--- src/rtl/parser_input_arbiter.sv ---
// Packet-level round-robin arbiter feeding the parser input stream, holding each grant for a whole packet.
// One idle arbitration cycle per packet, then a combinational data path; parser ready goes straight back to the granted source only.
module parser_input_arbiter #(
  parameter int NUM_SRC = 4,
  parameter int DATA_W  = 32,
  parameter int TIMEOUT = 64,
  parameter int CNT_W   = 8
) (
  input  logic                        clk,
  input  logic                        reset,
  input  logic [NUM_SRC*DATA_W-1:0]   src_data,
  input  logic [NUM_SRC-1:0]          src_val,
  input  logic [NUM_SRC-1:0]          src_last,
  output logic [NUM_SRC-1:0]          src_ready,
  output logic [DATA_W-1:0]           dataIn,
  output logic                        dataIn_val,
  output logic                        dataIn_last,
  input  logic                        dataIn_ready,
  input  logic                        packetLost,
  output logic [$clog2(NUM_SRC)-1:0]  grant_id,
  output logic                        grant_active,
  output logic                        timeout_evt,
  output logic [NUM_SRC*CNT_W-1:0]    lost_cnt
);

  localparam int ID_W   = $clog2(NUM_SRC);
  localparam int IDLE_W = (TIMEOUT > 0) ? $clog2(TIMEOUT + 1) : 1;
  localparam logic [IDLE_W-1:0] IDLE_LAST = IDLE_W'((TIMEOUT > 0) ? TIMEOUT - 1 : 0);
  localparam logic [ID_W-1:0]   LAST_ID   = ID_W'(NUM_SRC - 1);

  typedef enum logic [1:0] {IDLE, BURST, FLUSH} state_t;

  state_t            state, stateNxt;
  logic [ID_W-1:0]   rrPtr, rrPtrNxt;
  logic [ID_W-1:0]   grantId, grantIdNxt;
  logic [ID_W-1:0]   closedId, closedIdNxt;
  logic [ID_W-1:0]   pickId, nextId, rrIdx;
  logic [ID_W:0]     rrSum;
  logic [IDLE_W-1:0] idleCnt, idleCntNxt;
  logic              timeoutEvt, timeoutEvtNxt, anyReq;
  logic [DATA_W-1:0] srcWord [NUM_SRC];
  logic [CNT_W-1:0]  lostCnt [NUM_SRC];

  for (genvar i = 0; i < NUM_SRC; i++) begin : g_src
    assign srcWord[i]                  = src_data[i*DATA_W +: DATA_W];
    assign lost_cnt[i*CNT_W +: CNT_W]  = lostCnt[i];
  end

  // Walk from the highest offset down so the requester closest to rrPtr wins.
  always_comb begin
    pickId = rrPtr;
    anyReq = 1'b0;
    rrSum  = '0;
    rrIdx  = '0;
    for (int k = NUM_SRC - 1; k >= 0; k--) begin
      rrSum = {1'b0, rrPtr} + (ID_W+1)'(k);
      if (rrSum >= (ID_W+1)'(NUM_SRC)) rrSum = rrSum - (ID_W+1)'(NUM_SRC);
      rrIdx = rrSum[ID_W-1:0];
      if (src_val[rrIdx]) begin
        pickId = rrIdx;
        anyReq = 1'b1;
      end
    end
  end

  assign nextId = (grantId == LAST_ID) ? '0 : grantId + 1'b1;

  always_comb begin
    stateNxt      = state;
    grantIdNxt    = grantId;
    rrPtrNxt      = rrPtr;
    closedIdNxt   = closedId;
    idleCntNxt    = idleCnt;
    timeoutEvtNxt = 1'b0;
    src_ready     = '0;
    dataIn        = '0;
    dataIn_val    = 1'b0;
    dataIn_last   = 1'b0;
    case (state)
      IDLE: begin
        if (anyReq) begin
          grantIdNxt = pickId;
          idleCntNxt = '0;
          stateNxt   = BURST;
        end
      end
      BURST: begin
        dataIn             = srcWord[grantId];
        dataIn_val         = src_val[grantId];
        dataIn_last        = src_last[grantId];
        src_ready[grantId] = dataIn_ready;
        if (src_val[grantId] && dataIn_ready) begin
          idleCntNxt = '0;
          if (src_last[grantId]) begin
            stateNxt    = IDLE;
            rrPtrNxt    = nextId;
            closedIdNxt = grantId;
          end
        end else begin
          // Parser backpressure counts toward the watchdog as well as source gaps.
          idleCntNxt = idleCnt + 1'b1;
          if (TIMEOUT != 0 && idleCnt == IDLE_LAST) stateNxt = FLUSH;
        end
      end
      FLUSH: begin
        dataIn_val  = 1'b1;
        dataIn_last = 1'b1;
        if (dataIn_ready) begin
          stateNxt      = IDLE;
          timeoutEvtNxt = 1'b1;
          rrPtrNxt      = nextId;
          closedIdNxt   = grantId;
        end
      end
      default: stateNxt = IDLE;
    endcase
  end

  always_ff @(posedge clk or posedge reset) begin
    if (reset) begin
      state      <= IDLE;
      rrPtr      <= '0;
      grantId    <= '0;
      closedId   <= '0;
      idleCnt    <= '0;
      timeoutEvt <= 1'b0;
    end else begin
      state      <= stateNxt;
      rrPtr      <= rrPtrNxt;
      grantId    <= grantIdNxt;
      closedId   <= closedIdNxt;
      idleCnt    <= idleCntNxt;
      timeoutEvt <= timeoutEvtNxt;
    end
  end

  // closedId is still the previous packet's owner when a drop pulse coincides with a closing beat.
  always_ff @(posedge clk or posedge reset) begin
    if (reset) begin
      for (int n = 0; n < NUM_SRC; n++) lostCnt[n] <= '0;
    end else if (packetLost && lostCnt[closedId] != '1) begin
      lostCnt[closedId] <= lostCnt[closedId] + 1'b1;
    end
  end

  assign grant_id     = grantId;
  assign grant_active = (state != IDLE);
  assign timeout_evt  = timeoutEvt;

endmodule
--- config.mk ---
export PLATFORM = sky130hd
export DESIGN_NAME = parser_input_arbiter
export DESIGN_NICKNAME = d
export VERILOG_FILES = /design/src/rtl/parser_input_arbiter.sv
export SDC_FILE = /design/constraint.sdc
export NUM_CORES = 1
export LEC_CHECK = 0
export ABC_AREA = 1
export CORE_ASPECT_RATIO = 1.2
export CORE_UTILIZATION = 37
export CTS_CLUSTER_DIAMETER = 100
export CTS_CLUSTER_SIZE = 12
export DETAILED_ROUTE_END_ITERATION = 10
export HOLD_SLACK_MARGIN = 0.03
export PLACE_DENSITY = 0.82
export SYNTH_ARGS = -nofsm -noshare
export SYNTH_HDL_FRONTEND = slang
export SYNTH_SLANG_ARGS = --single-unit
--- constraint.sdc ---
create_clock -name clk -period 1.9 [get_ports clk]
set_input_delay 0.38 -clock clk [delete_from_list [all_inputs] [get_ports clk]]
set_output_delay 0.38 -clock clk [all_outputs]
set_load 0.01 [all_outputs]
# --- Word level (Yosys, flattened, before mapping) ---
# Cells that the tools add are included.
word_totals:
  reg_bits: 48
  input_bits: 140
  output_inout_bits: 74
  word_cells: 118
op_classes:
  n_addsub: 10
  order_cmp: 13
  n_eq_ne: 11
  mux: 59
  n_bitwise: 3
  n_reduce_logical: 12
op_table:
  columns: ["op", "n"]
  rows:
  - ["32-bit 2-to-1 mux", 3]
  - ["32-bit binary-select mux with 2-bit select", 1]
  - ["2-bit 2-to-1 mux", 20]
  - ["32-bit bitwise mux", 1]
  - ["8-bit 2-to-1 mux", 3]
  - ["8-bit binary-select mux with 2-bit select", 1]
  - ["8-bit demux with 2-bit select", 1]
  - ["3-bit greater-or-equal comparator (second input constant)", 5]
  - ["2-bit by 3-bit less-than comparator with 1-bit output (second input constant)", 5]
  - ["7-bit 2-to-1 mux", 2]
  - ["7-bit one-hot mux with 2 select lines", 1]
  - ["1-bit 2-to-1 mux", 13]
  - ["1-bit binary-select mux with 2-bit select", 6]
  - ["8-bit by 1-bit adder with 8-bit output (second input constant)", 1]
  - ["2-bit != test (second input constant)", 4]
  - ["8-bit != test (second input constant)", 1]
  - ["2-bit one-hot mux with 2 select lines", 2]
  - ["4-bit AND reduction", 2]
  - ["2-bit by 1-bit subtractor with 2-bit output (second input constant)", 4]
  - ["7-bit by 1-bit adder with 7-bit output (second input constant)", 1]
  - ["7-bit by 6-bit == test with 1-bit output (second input constant)", 1]
  - ["2-bit by 2-bit adder with 3-bit output (second input constant)", 2]
  - ["3-bit != test (second input constant)", 2]
  - ["2-bit NOT with 3-bit output", 2]
  - ["other kinds (16)", 24]

# --- Longest topological paths before layout ---
logic_depth:
  ltp_word: 11
  depth_mapped: 17
  mapped_depth_nobuf: 15

# --- Least setup slack after synthesis ---
# Ideal clock, no wire load.
synth_timing:
  path_type: "register to register"
  start: "register closedId[0]"
  end: "register lostCnt (netlist bit lost_cnt[1])"
  setup_ps: 122
  arrival_ps: 1900
  required_ps: 1778
  path_slack_ps: -122
  path_stages_with_launch: 17
  n_path_buf: 3
  period_less_slack_ps: 2022
  cell_sequence: "dfrtp_1 -> buf_6 -> buf_6 -> nand2_2 -> inv_1 -> nand2_1 -> nand2_1 -> nor2_4 -> inv_2 -> ha_1 -> nand2_1 -> nor2_2 -> nand2_4 -> nand3_2 -> buf_6 -> nand2_1 -> o21ai_1"
synth_via:
  elab_chain_len: 6
  word_cells_on_any_way: 13
  cone_classes: "add/sub (1); order compare (2); eq/ne (1); mux (6); bitwise (1); reduce/logical (2)"
synth_rtl:
  columns: ["element", "line_no", "rtl"]
  rows:
  - ["start, declared", "36", "logic [ID_W-1:0] closedId, closedIdNxt;"]
  - ["start signal, assigned", "131", "closedId <= closedIdNxt;"]
  - ["2-bit NOT with 3-bit output (implied by the code) (*)", "141, 142", null]
  - ["8-bit binary-select mux with 2-bit select (tied with other cells)", "141, 142", null]
  - ["8-bit 2-to-1 mux (implied by the code) / 1-bit logical AND (equally long branches)", "141, 142", null]
  - ["8-bit 2-to-1 mux, on equally long branches", "141, 142", null]
  - ["8-bit by 1-bit adder with 8-bit output (tied with other cells)", "142", "lostCnt[closedId] <= lostCnt[closedId] + 1'b1;"]
  - ["32-bit bitwise mux / 1-bit logical AND (equally long branches)", "142, 141", null]
  - ["end signal, assigned by index", "142", null]
  - ["end, declared", "42", "logic [CNT_W-1:0] lostCnt [NUM_SRC];"]
# Every way passes the cells marked *; elsewhere a longest branch is shown, timed or not. The select of a mux whose other input is x is not followed.
# A chain may end at the register's enable or synchronous reset.

# --- Worst setup path in the final report ---
layout_timing:
  start: "register grantId[0], in the netlist grant_id[0]"
  end: "output port dataIn_val"
layout_via:
  elab_chain_len: 3
layout_rtl:
  columns: ["element", "line_no", "rtl"]
  rows:
  - ["start, declared", "35", "logic [ID_W-1:0] grantId, grantIdNxt;"]
  - ["start signal, assigned", "130", "grantId <= grantIdNxt;"]
  - ["1-bit binary-select mux with 2-bit select", "89", "dataIn_val = src_val[grantId];"]
  - ["1-bit 2-to-1 mux (implied by the code)", "89", null]
  - ["1-bit one-hot mux with 2 select lines", "79", "case (state)"]
  - ["end, declared", "16", "output logic dataIn_val,"]
# No other way between the ends. The select of a mux whose other input is x is not followed.

==> results.cfg <==
[status]
outcome = finished, violations left
violations = negative setup slack

[route]
vias = 5865
wire_per_inst_um = 17.1
finalWirelength_um = 19100
drt-initial-drc-count = 432
antenna_left = 0
wl_met3_um = 1420
met1_length_um = 6970
drc = 0
drtPass1Iterations = 5
wl_met2_um = 9580
viasPerCell = 5.27
highest-signal-layer = met4

[pwr]
power.density_mw_per_mm2 = 1440
ir_worst_vdd_v = 0.000834
p_leak_nw = 3.68

[setup_path]
worstPathMaxFanout = 5
crit_arrival_ns = 1.69
worstReg2RegEnd = lost_cnt[1]
r2r.worst_path.cells = 15
rrSetupSlack_ns = -0.13
crit_type = register to output pin
critPathRequiredTime_ns = 1.52
startpoint_type = register
crit-reg2reg-launch = closedId[0]
cp-end-kind = output pin

[clock_tree]
clock_path_buffers = 2
clkLatencyLatePin_ns = 0.29
cts_root_buf = clkbuf_16
clkTransAtPathRegs_ns = 0.06
htreeDepth = 2
cts_buffers = 5
cts_tree = yes
hold_buffers = 0
clock_sinks = 48

[sta]
skew_ns = 0.00546
drv_slew = 0
final.min_clock_period_ns = 2.07
max_slew.worst_pin.slew_ns = 0.740
fmax_ghz = 0.482
period_share_pct = 109
grt_setup_unrepaired = true
holdWs_ns = 0.440
worst_slew_margin_rel_pct = 50.5
setup_viol = 68
setup-tns-final_ns = -5.28
final_hold_viol_count = 0
setup_slack_ns = -0.174

[final_layout]
final_cell_mix = nand2_1 (182), clkdlybuf4s50_1 (173), nor2_1 (122)
syn_to_final_growth_pct = 86.5
layout-drive-gt1-share_pct = 28.4
layout_commonest_cell = nand2_1
nNetsFinal = 1126
fillers = 820
utilization_pct = 71.1

[global_routing]
grt_pass1_wl_um = 29000
grt_max_degree = 27
grt_pass1_vias = 5714
antenna_found_initial = 2
track_usage_pct = 31.5
overflow = 0

[worst_hold_path]
worstHoldPathType = input pin to async pin

[synthesis]
synth_area_mm2 = 0.00421
synth_cell_type_count = 32
syn_inst = 695
syn-num-nets = 844
yosys_register_bits = 48
syn_avg_cell_area_um2 = 6.05
yosys_warnings = 0
ys_seq_area_share_pct = 28.5

[placement]
place_ws_ns = -0.493
finalWeightedCongestion = 0.962
hpwlAfterDp_um = 13200
io_buffer_count = 213

[floorplanning]
die_area_mm2 = 0.0118
num_io_pins = 214
start_util_pct = 38.1
die_h_um = 119
die_width_um = 99.4
coreArea_mm2 = 0.0110
num_rows = 42

[run]
cap_violations = 0
-- worst max-delay path by stage --
stage	from	to	slack [ns]
finish	grant_id[0]	dataIn_val	-0.17
CTS	grant_id[0]	dataIn_val	-0.17
floorplan	closedId[0]	lost_cnt[1]	-0.03
detailed placement	src_val[2]	dataIn_val	-0.49
global placement	src_val[2]	dataIn_val	-0.51
global route	grant_id[0]	dataIn_val	-0.24
-- cell families (layout without fill, tap and decap cells) --
family / count (synthesis) / in the layout / share of synthesized area, %
adder cells (fa/ha/maj): 9 / 9 / 2.68
AND/OR/NAND/NOR: 426 / 429 / 43.0
AO/OA/AOI/OAI: 131 / 131 / 15.8
other: 0 / 4 / 0
XOR/XNOR: 6 / 6 / 1.43
flip-flops: 48 / 48 / 28.5
buffers and inverters: 75 / 354 / 8.59
-- cells in the mapped netlist --
library cell,count,area share [%]
nand3b_1,1,0.18
buf_1,9,0.80
clkbuf_1,13,1.2
or2_2,1,0.15
a21boi_0,1,0.18
inv_6,1,0.21
a22oi_1,1,0.18
nand3_1,27,3.2
o21ai_1,13,1.5
inv_1,31,2.8
nand4_1,6,0.89
ha_1,9,2.7
buf_2,6,0.71
nand2_2,7,1.0
dfrtp_1,48,29
nand2_1,212,19
o21ai_0,77,9.2
o21ai_2,1,0.21
nor2_4,9,2.4
nor2_2,2,0.30
nor2_1,151,13
inv_2,5,0.45
nand2_4,3,0.80
nand3_2,5,1.2
buf_4,2,0.36
nand4_2,1,0.30
a21oi_1,38,4.5
nor3_1,1,0.12
xor2_1,2,0.42
xnor2_1,3,0.62
xor2_2,1,0.39
buf_6,8,2.1
-- final cells by class --
| type | count | area, um^2 | share of cell area (%) |
|---|---|---|---|
| Multi-Input combinational cell | 575 | 3080 | 39.3 |
| Sequential cell | 48 | 1210 | 15.4 |
| Timing Repair Buffer | 309 | 3000 | 38.3 |
| Inverter | 37 | 185 | 2.36 |
| Clock buffer | 5 | 125 | 1.59 |
| Clock inverter | 2 | 60.1 | 0.765 |
| Tap cell | 132 | 165 | 2.10 |
| Antenna cell | 4 | 10.0 | 0.128 |
| Timing Repair inverter | 1 | 11.3 | 0.144 |
-- critical path, stage by stage (launching register included) --
cell       delay, ns
dfrtp_2         0.47
buf_12          0.17
clkinv_16       0.06
buf_6           0.09
nand2_2         0.03
nand2_1         0.05
nand2_1         0.06
o21ai_2         0.09
nand2_1         0.09
a21oi_2         0.16
buf_6           0.13
-- registers in the layout, indices dropped and copies added, names as in the netlist --
register and count:
closedId 2, grant_id 2, idleCnt 7, lost_cnt 32
rrPtr 2, state 2, timeout_evt 1
-- layer usage --
layer	global-route usage (%)	vias up
met5	0	-
met4	12.8	0
li1	-	2791
met1	36.4	2663
met3	5.16	74
met2	57.0	337
-- power by group --
part / leakage, nW / total (mW) / switching [mW] / internal [mW]
registers: 0.633 / 1.67 / 0.368 / 1.30
clock network: 0.0899 / 1.12 / 0.369 / 0.746
logic: 2.96 / 8.48 / 4.53 / 3.95
total: 3.68 / 11.3 / 5.27 / 6.00
-- through the flow --
stage	std cells	total power, mW	cell area [um^2]
5_1_grt	1111	12.0	7840
3_3_place_gp	1073	8.34	6960
3_5_place_dp	1073	8.42	6960
4_1_cts	1104	10.3	7500
2_1_floorplan	695	5.14	4250
6_report	1113	11.3	7850
-- timing repair --
item | in CTS | in global routing
resized for setup | 235 | 131
buffers inserted | 15 | 6
pin swaps | 36 | 51
cloned | 9 | 2
endpoints found under the setup margin | 67 | 82
No activity file was read; power rests on OpenSTA's default activity.
